[src/rtl/mac_sequencer_if.sv]
`default_nettype none
// ============================================================================
// Module   : mac_sequencer_if
// Purpose  : Bundles the layer-controller handshake, the operand-memory read
//            port, the MAC control strobes and the result port of the
//            mac_sequencer into one interface.
// Ports    : master = the sequencer (drives addresses, MAC strobes, results)
//            slave  = its environment (top controller, operand RAMs, MAC)
// Revision : 1.0  initial release
// ============================================================================
interface mac_sequencer_if #(
    parameter int ADDR_W = 12
);
    // layer-level controller side
    logic              start;
    logic [1:0]        layer;
    logic [7:0]        in_w;
    logic [7:0]        out_w;
    logic [7:0]        out_h;
    logic [ADDR_W-1:0] a_base;
    logic [ADDR_W-1:0] b_base;
    logic [ADDR_W-1:0] r_base;
    logic              busy;
    logic              done;
    // operand RAM / MAC side
    logic [ADDR_W-1:0] a_addr;
    logic [ADDR_W-1:0] b_addr;
    logic              rd_en;
    logic              mac_en;
    logic              mac_clr;
    logic [1:0]        mac_layer;
    logic [31:0]       mac_out;
    // result port
    logic              res_valid;
    logic [ADDR_W-1:0] res_addr;
    logic [31:0]       res_data;

    modport master (
        input  start, layer, in_w, out_w, out_h, a_base, b_base, r_base, mac_out,
        output busy, done, a_addr, b_addr, rd_en, mac_en, mac_clr, mac_layer,
               res_valid, res_addr, res_data
    );

    modport slave (
        output start, layer, in_w, out_w, out_h, a_base, b_base, r_base, mac_out,
        input  busy, done, a_addr, b_addr, rd_en, mac_en, mac_clr, mac_layer,
               res_valid, res_addr, res_data
    );
endinterface
`default_nettype wire

[src/rtl/mac_sequencer.sv]
`default_nettype none
// ============================================================================
// Module   : mac_sequencer
// Purpose  : Control FSM that walks one MAC unit through a full conv or FC
//            layer pass: issues operand reads, drives MAC enable/clear,
//            captures each finished dot product and presents it with its
//            destination address.
// Ports    : clk   - clock
//            reset - asynchronous, active-high reset
//            sif   - mac_sequencer_if.master (config/start/busy/done,
//                    operand read addresses, MAC strobes, result port)
// Revision : 1.0  initial release
// ============================================================================
module mac_sequencer #(
    parameter int ADDR_W  = 12,
    parameter int KSIZE   = 5,
    parameter int FC_TAPS = 192
) (
    input  wire             clk,
    input  wire             reset,
    mac_sequencer_if.master sif
);

    localparam int CONV_TAPS = KSIZE * KSIZE;
    localparam int MAX_TAPS  = (FC_TAPS > CONV_TAPS) ? FC_TAPS : CONV_TAPS;
    localparam int TAP_W     = (MAX_TAPS > 1) ? $clog2(MAX_TAPS) : 1;
    localparam int KX_W      = (KSIZE > 1) ? $clog2(KSIZE) : 1;

    localparam logic [TAP_W-1:0]  CONV_LAST = TAP_W'(CONV_TAPS - 1);
    localparam logic [TAP_W-1:0]  FC_LAST   = TAP_W'(FC_TAPS - 1);
    localparam logic [TAP_W-1:0]  TAP_ONE   = TAP_W'(1);
    localparam logic [KX_W-1:0]   KX_LAST   = KX_W'(KSIZE - 1);
    localparam logic [KX_W-1:0]   KX_ONE    = KX_W'(1);
    localparam logic [ADDR_W-1:0] ADDR_ONE  = ADDR_W'(1);

    typedef enum logic [2:0] {
        S_IDLE    = 3'd0,
        S_CLR     = 3'd1,
        S_ISSUE   = 3'd2,
        S_TAIL    = 3'd3,
        S_DUMP    = 3'd4,
        S_CAPTURE = 3'd5,
        S_FIN     = 3'd6
    } state_t;

    state_t            state_q, state_d;
    logic [TAP_W-1:0]  tap_q, tap_d;
    logic [KX_W-1:0]   kx_q, kx_d;
    logic [7:0]        ox_q, ox_d;
    logic [7:0]        oy_q, oy_d;
    logic              fc_q, fc_d;
    logic [7:0]        in_w_q, in_w_d;
    logic [7:0]        w_q, w_d;
    logic [7:0]        h_q, h_d;
    logic [ADDR_W-1:0] a_base_q, a_base_d;
    logic [ADDR_W-1:0] b_base_q, b_base_d;
    // out_row: a_base + oy*in_w          (start of the current output row)
    // out_ptr: a_base + oy*in_w + ox     (tap (0,0) of the current output)
    // tap_row: a_base + (oy+ky)*in_w + ox (tap (ky,0) of the current output)
    logic [ADDR_W-1:0] out_row_q, out_row_d;
    logic [ADDR_W-1:0] out_ptr_q, out_ptr_d;
    logic [ADDR_W-1:0] tap_row_q, tap_row_d;
    logic [ADDR_W-1:0] res_ptr_q, res_ptr_d;

    logic [ADDR_W-1:0] a_addr_q, a_addr_d;
    logic [ADDR_W-1:0] b_addr_q, b_addr_d;
    logic              rd_en_q, rd_en_d;
    logic              mac_en_q, mac_en_d;
    logic              mac_clr_q, mac_clr_d;
    logic [1:0]        mac_layer_q, mac_layer_d;
    logic              res_valid_q, res_valid_d;
    logic [ADDR_W-1:0] res_addr_q, res_addr_d;
    logic [31:0]       res_data_q, res_data_d;
    logic              busy_q, busy_d;
    logic              done_q, done_d;

    logic [ADDR_W-1:0] w_in_w_ext;
    logic [TAP_W-1:0]  w_last_tap;
    logic              w_last_out;
    logic [ADDR_W-1:0] w_next_ptr;

    assign w_in_w_ext = ADDR_W'(in_w_q);
    assign w_last_tap = fc_q ? FC_LAST : CONV_LAST;
    // FC is handled as a 1-wide grid, so one test covers both layer kinds
    assign w_last_out = (ox_q == (w_q - 8'd1)) && (oy_q == (h_q - 8'd1));

    always_comb begin
        state_d     = state_q;
        tap_d       = tap_q;
        kx_d        = kx_q;
        ox_d        = ox_q;
        oy_d        = oy_q;
        fc_d        = fc_q;
        in_w_d      = in_w_q;
        w_d         = w_q;
        h_d         = h_q;
        a_base_d    = a_base_q;
        b_base_d    = b_base_q;
        out_row_d   = out_row_q;
        out_ptr_d   = out_ptr_q;
        tap_row_d   = tap_row_q;
        res_ptr_d   = res_ptr_q;
        a_addr_d    = a_addr_q;
        b_addr_d    = b_addr_q;
        rd_en_d     = 1'b0;
        mac_en_d    = 1'b0;
        mac_clr_d   = 1'b0;
        mac_layer_d = mac_layer_q;
        res_valid_d = 1'b0;
        res_addr_d  = res_addr_q;
        res_data_d  = res_data_q;
        busy_d      = busy_q;
        done_d      = 1'b0;
        w_next_ptr  = out_ptr_q;

        case (state_q)
            S_IDLE: begin
                if (sif.start && (sif.layer != 2'd3)) begin
                    state_d     = S_CLR;
                    mac_clr_d   = 1'b1;
                    busy_d      = 1'b1;
                    fc_d        = (sif.layer == 2'd2);
                    mac_layer_d = sif.layer;
                    in_w_d      = sif.in_w;
                    w_d         = (sif.layer == 2'd2) ? 8'd1 : sif.out_w;
                    h_d         = sif.out_h;
                    a_base_d    = sif.a_base;
                    b_base_d    = sif.b_base;
                    out_row_d   = sif.a_base;
                    out_ptr_d   = sif.a_base;
                    tap_row_d   = sif.a_base;
                    res_ptr_d   = sif.r_base;
                    ox_d        = 8'd0;
                    oy_d        = 8'd0;
                end
            end

            S_CLR: begin
                if ((w_q == 8'd0) || (h_q == 8'd0)) begin
                    state_d = S_FIN;
                    done_d  = 1'b1;
                    busy_d  = 1'b0;
                end else begin
                    state_d  = S_ISSUE;
                    tap_d    = '0;
                    kx_d     = '0;
                    rd_en_d  = 1'b1;
                    a_addr_d = a_base_q;
                    b_addr_d = b_base_q;
                end
            end

            S_ISSUE: begin
                // Read data lags the address by a cycle, so the MAC is enabled
                // from tap 1 onward and once more in TAIL for the final tap.
                mac_en_d = 1'b1;
                if (tap_q == w_last_tap) begin
                    state_d = S_TAIL;
                end else begin
                    tap_d    = tap_q + TAP_ONE;
                    rd_en_d  = 1'b1;
                    b_addr_d = b_addr_q + ADDR_ONE;
                    if (fc_q) begin
                        a_addr_d = a_addr_q + ADDR_ONE;
                    end else if (kx_q == KX_LAST) begin
                        kx_d      = '0;
                        tap_row_d = tap_row_q + w_in_w_ext;
                        a_addr_d  = tap_row_q + w_in_w_ext;
                    end else begin
                        kx_d     = kx_q + KX_ONE;
                        a_addr_d = a_addr_q + ADDR_ONE;
                    end
                end
            end

            S_TAIL: begin
                state_d  = S_DUMP;
                mac_en_d = 1'b1;
            end

            // the enabled DUMP cycle makes the MAC publish its sum on mac_out
            S_DUMP: begin
                state_d = S_CAPTURE;
            end

            S_CAPTURE: begin
                res_data_d  = sif.mac_out;
                res_addr_d  = res_ptr_q;
                res_valid_d = 1'b1;
                res_ptr_d   = res_ptr_q + ADDR_ONE;
                if (w_last_out) begin
                    state_d = S_FIN;
                    done_d  = 1'b1;
                    busy_d  = 1'b0;
                end else begin
                    state_d = S_ISSUE;
                    tap_d   = '0;
                    kx_d    = '0;
                    rd_en_d = 1'b1;
                    if (fc_q) begin
                        // FC weight rows are contiguous: j*FC_TAPS + k just keeps counting
                        oy_d     = oy_q + 8'd1;
                        a_addr_d = a_base_q;
                        b_addr_d = b_addr_q + ADDR_ONE;
                    end else begin
                        b_addr_d = b_base_q;
                        if (ox_q == (w_q - 8'd1)) begin
                            ox_d       = 8'd0;
                            oy_d       = oy_q + 8'd1;
                            out_row_d  = out_row_q + w_in_w_ext;
                            w_next_ptr = out_row_q + w_in_w_ext;
                        end else begin
                            ox_d       = ox_q + 8'd1;
                            w_next_ptr = out_ptr_q + ADDR_ONE;
                        end
                        out_ptr_d = w_next_ptr;
                        tap_row_d = w_next_ptr;
                        a_addr_d  = w_next_ptr;
                    end
                end
            end

            S_FIN: begin
                state_d = S_IDLE;
            end

            default: begin
                state_d = S_IDLE;
                busy_d  = 1'b0;
            end
        endcase
    end

    always_ff @(posedge clk or posedge reset) begin
        if (reset) begin
            state_q     <= S_IDLE;
            tap_q       <= '0;
            kx_q        <= '0;
            ox_q        <= '0;
            oy_q        <= '0;
            fc_q        <= 1'b0;
            in_w_q      <= '0;
            w_q         <= '0;
            h_q         <= '0;
            a_base_q    <= '0;
            b_base_q    <= '0;
            out_row_q   <= '0;
            out_ptr_q   <= '0;
            tap_row_q   <= '0;
            res_ptr_q   <= '0;
            a_addr_q    <= '0;
            b_addr_q    <= '0;
            rd_en_q     <= 1'b0;
            mac_en_q    <= 1'b0;
            mac_clr_q   <= 1'b0;
            mac_layer_q <= '0;
            res_valid_q <= 1'b0;
            res_addr_q  <= '0;
            res_data_q  <= '0;
            busy_q      <= 1'b0;
            done_q      <= 1'b0;
        end else begin
            state_q     <= state_d;
            tap_q       <= tap_d;
            kx_q        <= kx_d;
            ox_q        <= ox_d;
            oy_q        <= oy_d;
            fc_q        <= fc_d;
            in_w_q      <= in_w_d;
            w_q         <= w_d;
            h_q         <= h_d;
            a_base_q    <= a_base_d;
            b_base_q    <= b_base_d;
            out_row_q   <= out_row_d;
            out_ptr_q   <= out_ptr_d;
            tap_row_q   <= tap_row_d;
            res_ptr_q   <= res_ptr_d;
            a_addr_q    <= a_addr_d;
            b_addr_q    <= b_addr_d;
            rd_en_q     <= rd_en_d;
            mac_en_q    <= mac_en_d;
            mac_clr_q   <= mac_clr_d;
            mac_layer_q <= mac_layer_d;
            res_valid_q <= res_valid_d;
            res_addr_q  <= res_addr_d;
            res_data_q  <= res_data_d;
            busy_q      <= busy_d;
            done_q      <= done_d;
        end
    end

    assign sif.a_addr    = a_addr_q;
    assign sif.b_addr    = b_addr_q;
    assign sif.rd_en     = rd_en_q;
    assign sif.mac_en    = mac_en_q;
    assign sif.mac_clr   = mac_clr_q;
    assign sif.mac_layer = mac_layer_q;
    assign sif.res_valid = res_valid_q;
    assign sif.res_addr  = res_addr_q;
    assign sif.res_data  = res_data_q;
    assign sif.busy      = busy_q;
    assign sif.done      = done_q;

endmodule
`default_nettype wire

[src/flat_wrapper.sv]
// flat-port wrapper written by rule: the top's interface ports become plain ports
module mac_sequencer_flat 
#(
    parameter int ADDR_W  = 12,
    parameter int KSIZE   = 5,
    parameter int FC_TAPS = 192
)
  (clk, reset, sif_start, sif_layer, sif_in_w, sif_out_w, sif_out_h, sif_a_base, sif_b_base, sif_r_base, sif_mac_out, sif_busy, sif_done, sif_a_addr, sif_b_addr, sif_rd_en, sif_mac_en, sif_mac_clr, sif_mac_layer, sif_res_valid, sif_res_addr, sif_res_data);
  mac_sequencer_if #(.ADDR_W(ADDR_W)) sif_i ();
  input  wire clk;
  input  wire reset;
  input wire logic [$bits(sif_i.start)-1:0] sif_start;
  input wire logic [$bits(sif_i.layer)-1:0] sif_layer;
  input wire logic [$bits(sif_i.in_w)-1:0] sif_in_w;
  input wire logic [$bits(sif_i.out_w)-1:0] sif_out_w;
  input wire logic [$bits(sif_i.out_h)-1:0] sif_out_h;
  input wire logic [$bits(sif_i.a_base)-1:0] sif_a_base;
  input wire logic [$bits(sif_i.b_base)-1:0] sif_b_base;
  input wire logic [$bits(sif_i.r_base)-1:0] sif_r_base;
  input wire logic [$bits(sif_i.mac_out)-1:0] sif_mac_out;
  output wire logic [$bits(sif_i.busy)-1:0] sif_busy;
  output wire logic [$bits(sif_i.done)-1:0] sif_done;
  output wire logic [$bits(sif_i.a_addr)-1:0] sif_a_addr;
  output wire logic [$bits(sif_i.b_addr)-1:0] sif_b_addr;
  output wire logic [$bits(sif_i.rd_en)-1:0] sif_rd_en;
  output wire logic [$bits(sif_i.mac_en)-1:0] sif_mac_en;
  output wire logic [$bits(sif_i.mac_clr)-1:0] sif_mac_clr;
  output wire logic [$bits(sif_i.mac_layer)-1:0] sif_mac_layer;
  output wire logic [$bits(sif_i.res_valid)-1:0] sif_res_valid;
  output wire logic [$bits(sif_i.res_addr)-1:0] sif_res_addr;
  output wire logic [$bits(sif_i.res_data)-1:0] sif_res_data;
  assign sif_i.start = sif_start;
  assign sif_i.layer = sif_layer;
  assign sif_i.in_w = sif_in_w;
  assign sif_i.out_w = sif_out_w;
  assign sif_i.out_h = sif_out_h;
  assign sif_i.a_base = sif_a_base;
  assign sif_i.b_base = sif_b_base;
  assign sif_i.r_base = sif_r_base;
  assign sif_i.mac_out = sif_mac_out;
  assign sif_busy = sif_i.busy;
  assign sif_done = sif_i.done;
  assign sif_a_addr = sif_i.a_addr;
  assign sif_b_addr = sif_i.b_addr;
  assign sif_rd_en = sif_i.rd_en;
  assign sif_mac_en = sif_i.mac_en;
  assign sif_mac_clr = sif_i.mac_clr;
  assign sif_mac_layer = sif_i.mac_layer;
  assign sif_res_valid = sif_i.res_valid;
  assign sif_res_addr = sif_i.res_addr;
  assign sif_res_data = sif_i.res_data;
  mac_sequencer #(.ADDR_W(ADDR_W), .KSIZE(KSIZE), .FC_TAPS(FC_TAPS)) u_core (.clk(clk), .reset(reset), .sif(sif_i));
endmodule
[config.mk]
export PLATFORM = sky130hd
export DESIGN_NAME = mac_sequencer_flat
export DESIGN_NICKNAME = d
export VERILOG_FILES = /design/src/rtl/mac_sequencer_if.sv /design/src/rtl/mac_sequencer.sv /design/src/flat_wrapper.sv
export SDC_FILE = /design/constraint.sdc
export NUM_CORES = 1
export LEC_CHECK = 0
export CELL_PAD_IN_SITES_DETAIL_PLACEMENT = 1
export CELL_PAD_IN_SITES_GLOBAL_PLACEMENT = 1
export CORE_AREA = 3 3 199 201
export DETAILED_ROUTE_END_ITERATION = 8
export DIE_AREA = 0 0 202 204
export PLACE_DENSITY_LB_ADDON = 0.1
export SLEW_MARGIN = 20
export SYNTH_ARGS = -nofsm -noshare
export SYNTH_HDL_FRONTEND = slang
export SYNTH_SLANG_ARGS = --single-unit
[constraint.sdc]
create_clock -name clk -period 7 [get_ports clk]
set_input_delay 1.4 -clock clk [delete_from_list [all_inputs] [get_ports clk]]
set_output_delay 1.4 -clock clk [all_outputs]
set_load 0.01 [all_outputs]
==> out/results.tsv, run 1 <==
metric	value	unit
outcome	finished, final reports clean	
fin_cells	1977	
path_clk_slew	0.06	ns
crit_family	simple AND/OR/NAND/NOR gates	
synthTopCellsByArea	dfrtp_1 45%, nand2_1 11%, o21ai_0 3.7%	
gr-total-overflow	0	
cp-startpoint	sif_start	
grtUsageMet3	0.0264	
grt-busiest-layer	met2	
period_share	0.605	
place_congestion	0.775	
core	37800	um^2
synth_edf_count	0	
mostFrequentLayoutCell	nand2_1	
crit_required	7.42	ns
initial_core_util	0.300	
cp.arrival	4.66	ns
yosys.area.top_type	dfrtp_1	
final_cell_mix	334 x nand2_1, 203 x dfrtp_1, 172 x clkdlybuf4s50_1	
hpwl	26.7	mm
finalSetupViolCount	0	
wire_per_inst	19.6	um
die-area	41200	um^2
fin_worst_skew	0.0126	ns
vdd_drop_max	0.164	mV
fill_cells	4345	
cts_hold_buf	0	
clockBufferDepth	3	
timing.fmax	236	MHz
track_usage	0.187	
numPlacedInstances	1928	
max_stage_delay	0.59	ns
ys_async_sr_fraction	1.00	
rows	71	
cts-root-buf	clkbuf_16	
cts_max_level	1	
finalCriticalPeriod	4.24	ns
final-seq-area	5080	um^2
min_path_type	flip-flop to flip-flop	
synth_area_per_cell	8.74	um^2
cts_tree	done	
fin_nets	1573	
dr.pass1.iters	4	
rr_startpoint	u_core.h_q[2]	
areaGrowthSynthToFinish	27.7	%
grt_use_met1	0.259	
p_leak	6.37	nW
grt_use_met2	0.313	
max-cap-violations	0	
tns	0	ns
syn_nets	1423	
cts.sinks	203	
multiInputGateArea	5850	um^2
post_cts_resized	0	
critical_path_class	input port to flip-flop	
path_buf_inv	2	
grt_max_degree	105	
crit_fanout	41	
yosysWarningCount	0	
numCtsBuffers	27	
crit_slowest_cell	or4_1	
syn-cell-area	11300	um^2
grt_pass1_vias	10600	
start_kind	input port	
synth-seq-cells	203	
worstSkewPairLatency	0.54	ns
rsz0062_at_grt	no	
crit_chain	clkdlybuf4s50_1 -> a21boi_0 -> nand2_2 -> buf_4 -> nand2_1 -> o21ai_0 -> or4_1 -> mux2i_1	
detail-route-antenna-nets	0	
synth_cells	1296	
avgViaCountPerCell	5.13	
netlist.area_leader.share	0.448	
cts_setup_buffers	0	
slew-limit-headroom	0.260	
maxSlewViolCount	0	
hold_start	u_core.b_base_q[0]	
routed-via-count	10100	
cp-end-kind	flip-flop	
antenna_found_initial	0	
die_x	202	um
drc	0	
drt-total-wl	38.7	mm
ys_types	76	
ios	173	
drive_gt1_frac	0.0771	
port_buffers	172	
antenna_cells	0	
drt_iter0_drc	451	
finalHoldViolations	0	
grt_pass1_wl	62.4	mm
power_density	479	nW/um^2
tightest_slew	1.11	ns
fp.dieH	204	um
synthFlopType	dfrtp_1	
ys_seq_area_frac	0.448	
logic make-up (layout without fill, tap and decap cells):
| logic type | Yosys count | count (layout) | share of synthesized area |
|---|---|---|---|
| compound gates | 287 | 287 | 0.164 |
| simple gates | 578 | 578 | 0.228 |
| flops | 203 | 203 | 0.448 |
| mux | 49 | 49 | 0.0486 |
| xor+xnor | 52 | 52 | 0.0402 |
| buf+inv | 97 | 267 | 0.0357 |
| fa+ha+maj | 30 | 30 | 0.0345 |
sequential cells by signal, indices dropped and copies added (netlist names), 2 cells and up:
name / count
u_core.a_base_q: 12
u_core.b_base_q: 12
u_core.h_q: 8
u_core.in_w_q: 8
u_core.kx_q: 3
u_core.out_ptr_q: 12
u_core.out_row_q: 12
u_core.ox_q: 8
u_core.oy_q: 8
u_core.res_ptr_q: 12
u_core.sif.a_addr: 12
u_core.sif.b_addr: 12
u_core.sif.mac_layer: 2
u_core.sif.res_addr: 12
u_core.sif.res_data: 32
u_core.state_q: 3
u_core.tap_q: 8
u_core.tap_row_q: 12
u_core.w_q: 8
metrics by stage:
step / worst slack (ns) / util / power, mW / hold slack [ns] / area (um^2)
after CTS: 2.77 / 0.383 / 7.04 / 0.478 / 14500
after global routing: 2.46 / 0.383 / 7.52 / 0.499 / 14500
after detailed placement: 2.22 / 0.358 / 5.52 / 0.464 / 13500
after floorplan: 0.0609 / - / 4.22 / 0.437 / 11300
after global placement: 2.39 / 0.358 / 5.44 / 0.458 / 13500
final: 2.76 / 0.383 / 6.92 / 0.472 / 14500
where the power goes:
part	total (mW)	internal, mW	switching (mW)
sequential	2.20	1.69	0.518
clock	1.46	0.907	0.557
combinational	3.26	1.47	1.78
worst paths after layout:
| kind | to | slack, ns | cells after the start |
|---|---|---|---|
| max | u_core.oy_q[5] | 2.76 | 8 |
| min | u_core.b_base_q[0] | 0.47 | 2 |
| max reg2reg | u_core.sif.a_addr[0] | 3.07 | 8 |
| min reg2reg | u_core.b_base_q[0] | 0.47 | 2 |
| min in group asynchronous | u_core.res_ptr_q[9] | 1.42 | 2 |
| max in group asynchronous | u_core.a_base_q[10] | 4.33 | 3 |
synthesized netlist by cell type, types with 9 or more instances:
master and instances:
a22o_1 10, a31oi_1 21, a21oi_1 60, clkbuf_1 44
a211oi_1 14, and3_1 22, buf_1 11, dfrtp_1 203
o31ai_1 14, inv_1 28, nor3_1 19, nand4_1 16
ha_1 28, o21ai_0 83, mux2_2 28, nor2_1 74
nand2_1 335, mux2i_1 16, xnor2_1 25, xor2_1 27
a2bb2oi_1 9, nand3_1 42, nand2b_1 11
final cells by class:
| class | instances | area share |
|---|---|---|
| clock buffer | 37 | 0.0528 |
| tap | 511 | 0.0442 |
| inverter | 30 | 0.00831 |
| clock inverter | 12 | 0.0115 |
| multi-input combinational | 996 | 0.405 |
| timing repair buffer | 188 | 0.127 |
| sequential | 203 | 0.351 |
worst register-to-register path: stages (launching register included):
cell and delay [ns]:
dfrtp_1 0.45, or4_4 0.58, or4b_2 0.62, nand3_1 0.12, or3b_1 0.39, o31a_1 0.53, nand2_2 0.29, inv_2 0.43
mux2_2 0.40
per-layer routing:
metal	routed length (um)	vias to the layer above
met5	0	-
met4	735	0
met3	1200	51
met2	18600	136
met1	18100	5090
li1	-	4872
Note: power is estimated with default switching activity, not from simulation.
==> run 2, diff against run 1 <==
==> constraint.sdc (replaced) <==
create_clock -name clk -period 3.5 [get_ports clk]
set_input_delay 0.7 -clock clk [delete_from_list [all_inputs] [get_ports clk]]
set_output_delay 0.7 -clock clk [all_outputs]
set_load 0.01 [all_outputs]
==> out/results.tsv, run 2 (synthesis gave the netlist of run 1 again) <==
metric	value	unit	change
worstSkewPairLatency	0.54	ns	about the same
seqPwrFrac	0.319		was 0.318
cts_tree	done		unchanged
antenna_found_initial	0		unchanged
start_kind	flip-flop		was input port
slew-limit-headroom	0.460		was 0.260
intPower	7.95	mW	was 4.07 mW
tightest_slew	0.809	ns	was 1.11 ns
cp-end-kind	flip-flop		unchanged
rr_startpoint	u_core.h_q[2]		unchanged
dr.pass1.iters	4		unchanged
mostFrequentLayoutCell	nand2_1		unchanged
min_path_type	input port to asynchronous set/reset pin		was flip-flop to flip-flop
outcome	finished, final reports clean		unchanged
numCtsBuffers	27		unchanged
cts.sinks	203		unchanged
period_share	0.929		
gr-total-overflow	0		unchanged
fill_cells	4370		was 4345
finalCriticalPeriod	3.25	ns	
comb_power_share	0.493		was 0.470
antenna_cells	0		unchanged
rows	71		unchanged
final-seq-area	5080	um^2	unchanged
crit_slowest_cell	or4b_2		was or4_1
wire_per_inst	19.5	um	was 19.6 um
vdd_drop_max	0.382	mV	was 0.164 mV
critical_path_class	flip-flop to flip-flop		was input port to flip-flop
multiInputGateArea	5860	um^2	was 5850 um^2
fp.dieH	204	um	unchanged
drt_iter0_drc	369		was 451
crit_fanout	12		was 41
port_buffers	172		unchanged
avgViaCountPerCell	5.13		about the same
p_leak	6.44	nW	was 6.37 nW
track_usage	0.187		about the same
cp.arrival	3.67	ns	was 4.66 ns
detail-route-antenna-nets	0		unchanged
power_density	937	nW/um^2	was 479 nW/um^2
core	37800	um^2	unchanged
grt_pass1_wl	62.3	mm	was 62.4 mm
routed-via-count	10300		was 10100
finalSetupViolCount	0		unchanged
largest_reg_flops	32		unchanged
netSwitchingFraction	0.418		was 0.413
r2r_cells	9		was 8
grt_use_met1	0.257		was 0.259
max_stage_delay	0.61	ns	was 0.59 ns
final_cell_mix	334 x nand2_1, 203 x dfrtp_1, 172 x clkdlybuf4s50_1		unchanged
place_congestion	0.779		was 0.775
grt_max_degree	69		was 105
die_x	202	um	unchanged
power	13.7	mW	was 6.92 mW
crit_required	3.92	ns	was 7.42 ns
tns	0	ns	unchanged
r2r-end	u_core.sif.b_addr[3]		was u_core.sif.a_addr[0]
finalHoldViolations	0		unchanged
grt_use_met2	0.319		was 0.313
die-area	41200	um^2	unchanged
cts-root-buf	clkbuf_16		unchanged
numPlacedInstances	1951		was 1928
fin_nets	1596		was 1573
final_core_util	0.386		was 0.383
path_clk_slew	0.05	ns	was 0.06 ns
areaGrowthSynthToFinish	28.7	%	was 27.7%
p_switching	5.71	mW	was 2.86 mW
drc	0		unchanged
p_clk_frac	0.188		was 0.212
drt-total-wl	39.0	mm	was 38.7 mm
drive_gt1_frac	0.0874		was 0.0771
initial_core_util	0.300		unchanged
grtUsageMet3	0.0247		was 0.0264
ios	173		unchanged
cp-startpoint	u_core.h_q[2]		was sif_start
fin_cells	1999		was 1977
grt-busiest-layer	met2		unchanged
crit_chain	or4_4 -> or4b_2 -> nand3_1 -> or3b_1 -> o31a_1 -> nand2_2 -> inv_2 -> buf_4 -> a2bb2oi_1		was clkdlybuf4s50_1 -> a21boi_0 -> nand2_2 -> buf_4 -> nand2_1 -> o21ai_0 -> or4_1 -> mux2i_1
maxSlewViolCount	0		unchanged
hpwl	27.6	mm	was 26.7 mm
cts_max_level	1		unchanged
r2r_slack	0.25	ns	was 3.07 ns
setup_ws	0.250	ns	was 2.76 ns
detailedPlace.worstSlack	0.176	ns	was 2.22 ns
fin_worst_skew	0.0122	ns	was 0.0126 ns
timing.fmax	308	MHz	
grt_pass1_vias	10700		was 10600
rsz0062_at_grt	no		unchanged
max-cap-violations	0		unchanged
clockBufferDepth	3		unchanged
crit_end	u_core.sif.b_addr[3]		was u_core.oy_q[5]
-- run 2: final cells by class --
cell class / count / area share
sequential: 203 / 0.348
inverter: 30 / 0.00798
clock buffer: 42 / 0.0530
clock inverter: 6 / 0.00206
multi-input combinational: 996 / 0.402
timing repair buffer: 211 / 0.142
tap: 511 / 0.0439
-- run 2: how the worst min path moves through the flow --
| stage | startpoint | to | slack, ns | cells after the start |
|---|---|---|---|---|
| after global routing | reset | u_core.w_q[4] | 0.43 | 2 |
| after CTS | reset | u_core.w_q[4] | 0.40 | 2 |
| final | reset | u_core.w_q[4] | 0.43 | 2 |
| after global placement | u_core.sif.res_data[9] | u_core.sif.res_data[9] | 0.46 | 2 |
| after floorplan | u_core.a_base_q[8] | u_core.a_base_q[8] | 0.44 | 2 |
| after detailed placement | u_core.sif.res_data[27] | u_core.sif.res_data[27] | 0.47 | 2 |
-- run 2: critical path, delay by kind of cell (launching register included) --
family,cells,cell delay [ns]
flops,1,0.43
buf+inv,2,0.48
compound gates,2,0.34
simple gates,5,1.86
-- run 2: per-stage QoR --
stage / hold slack [ns] / area (um^2)
6_report: 0.429 / 14600
5_1_grt: 0.431 / 14600
4_1_cts: 0.401 / 14600
3_5_place_dp: 0.466 / 13800
3_3_place_gp: 0.458 / 13800
2_1_floorplan: 0.437 / 11300
-- run 2: what timing repair did --
action                                  4_1_cts  5_1_grt
hold buffers                                  0        0
resized for setup                             0        2
buffers inserted                              0        0
endpoints found under the setup margin        0       17
-- run 2: power by group through the flow --
stage | registers (mW) | clock network, mW | logic (mW)
floorplan | 4.27 | 0 | 4.17
global placement | 4.37 | 0 | 6.70
detailed placement | 4.39 | 0 | 6.82
CTS | 4.37 | 2.69 | 6.85
global route | 4.53 | 2.77 | 7.55
finish | 4.36 | 2.57 | 6.73
-- run 2: per-layer routing --
layer  up-vias  wire length, um
met2       131            18900
met4         0              592
li1       4909                -
met3        33             1170
met1      5190            18300
met5         -                0
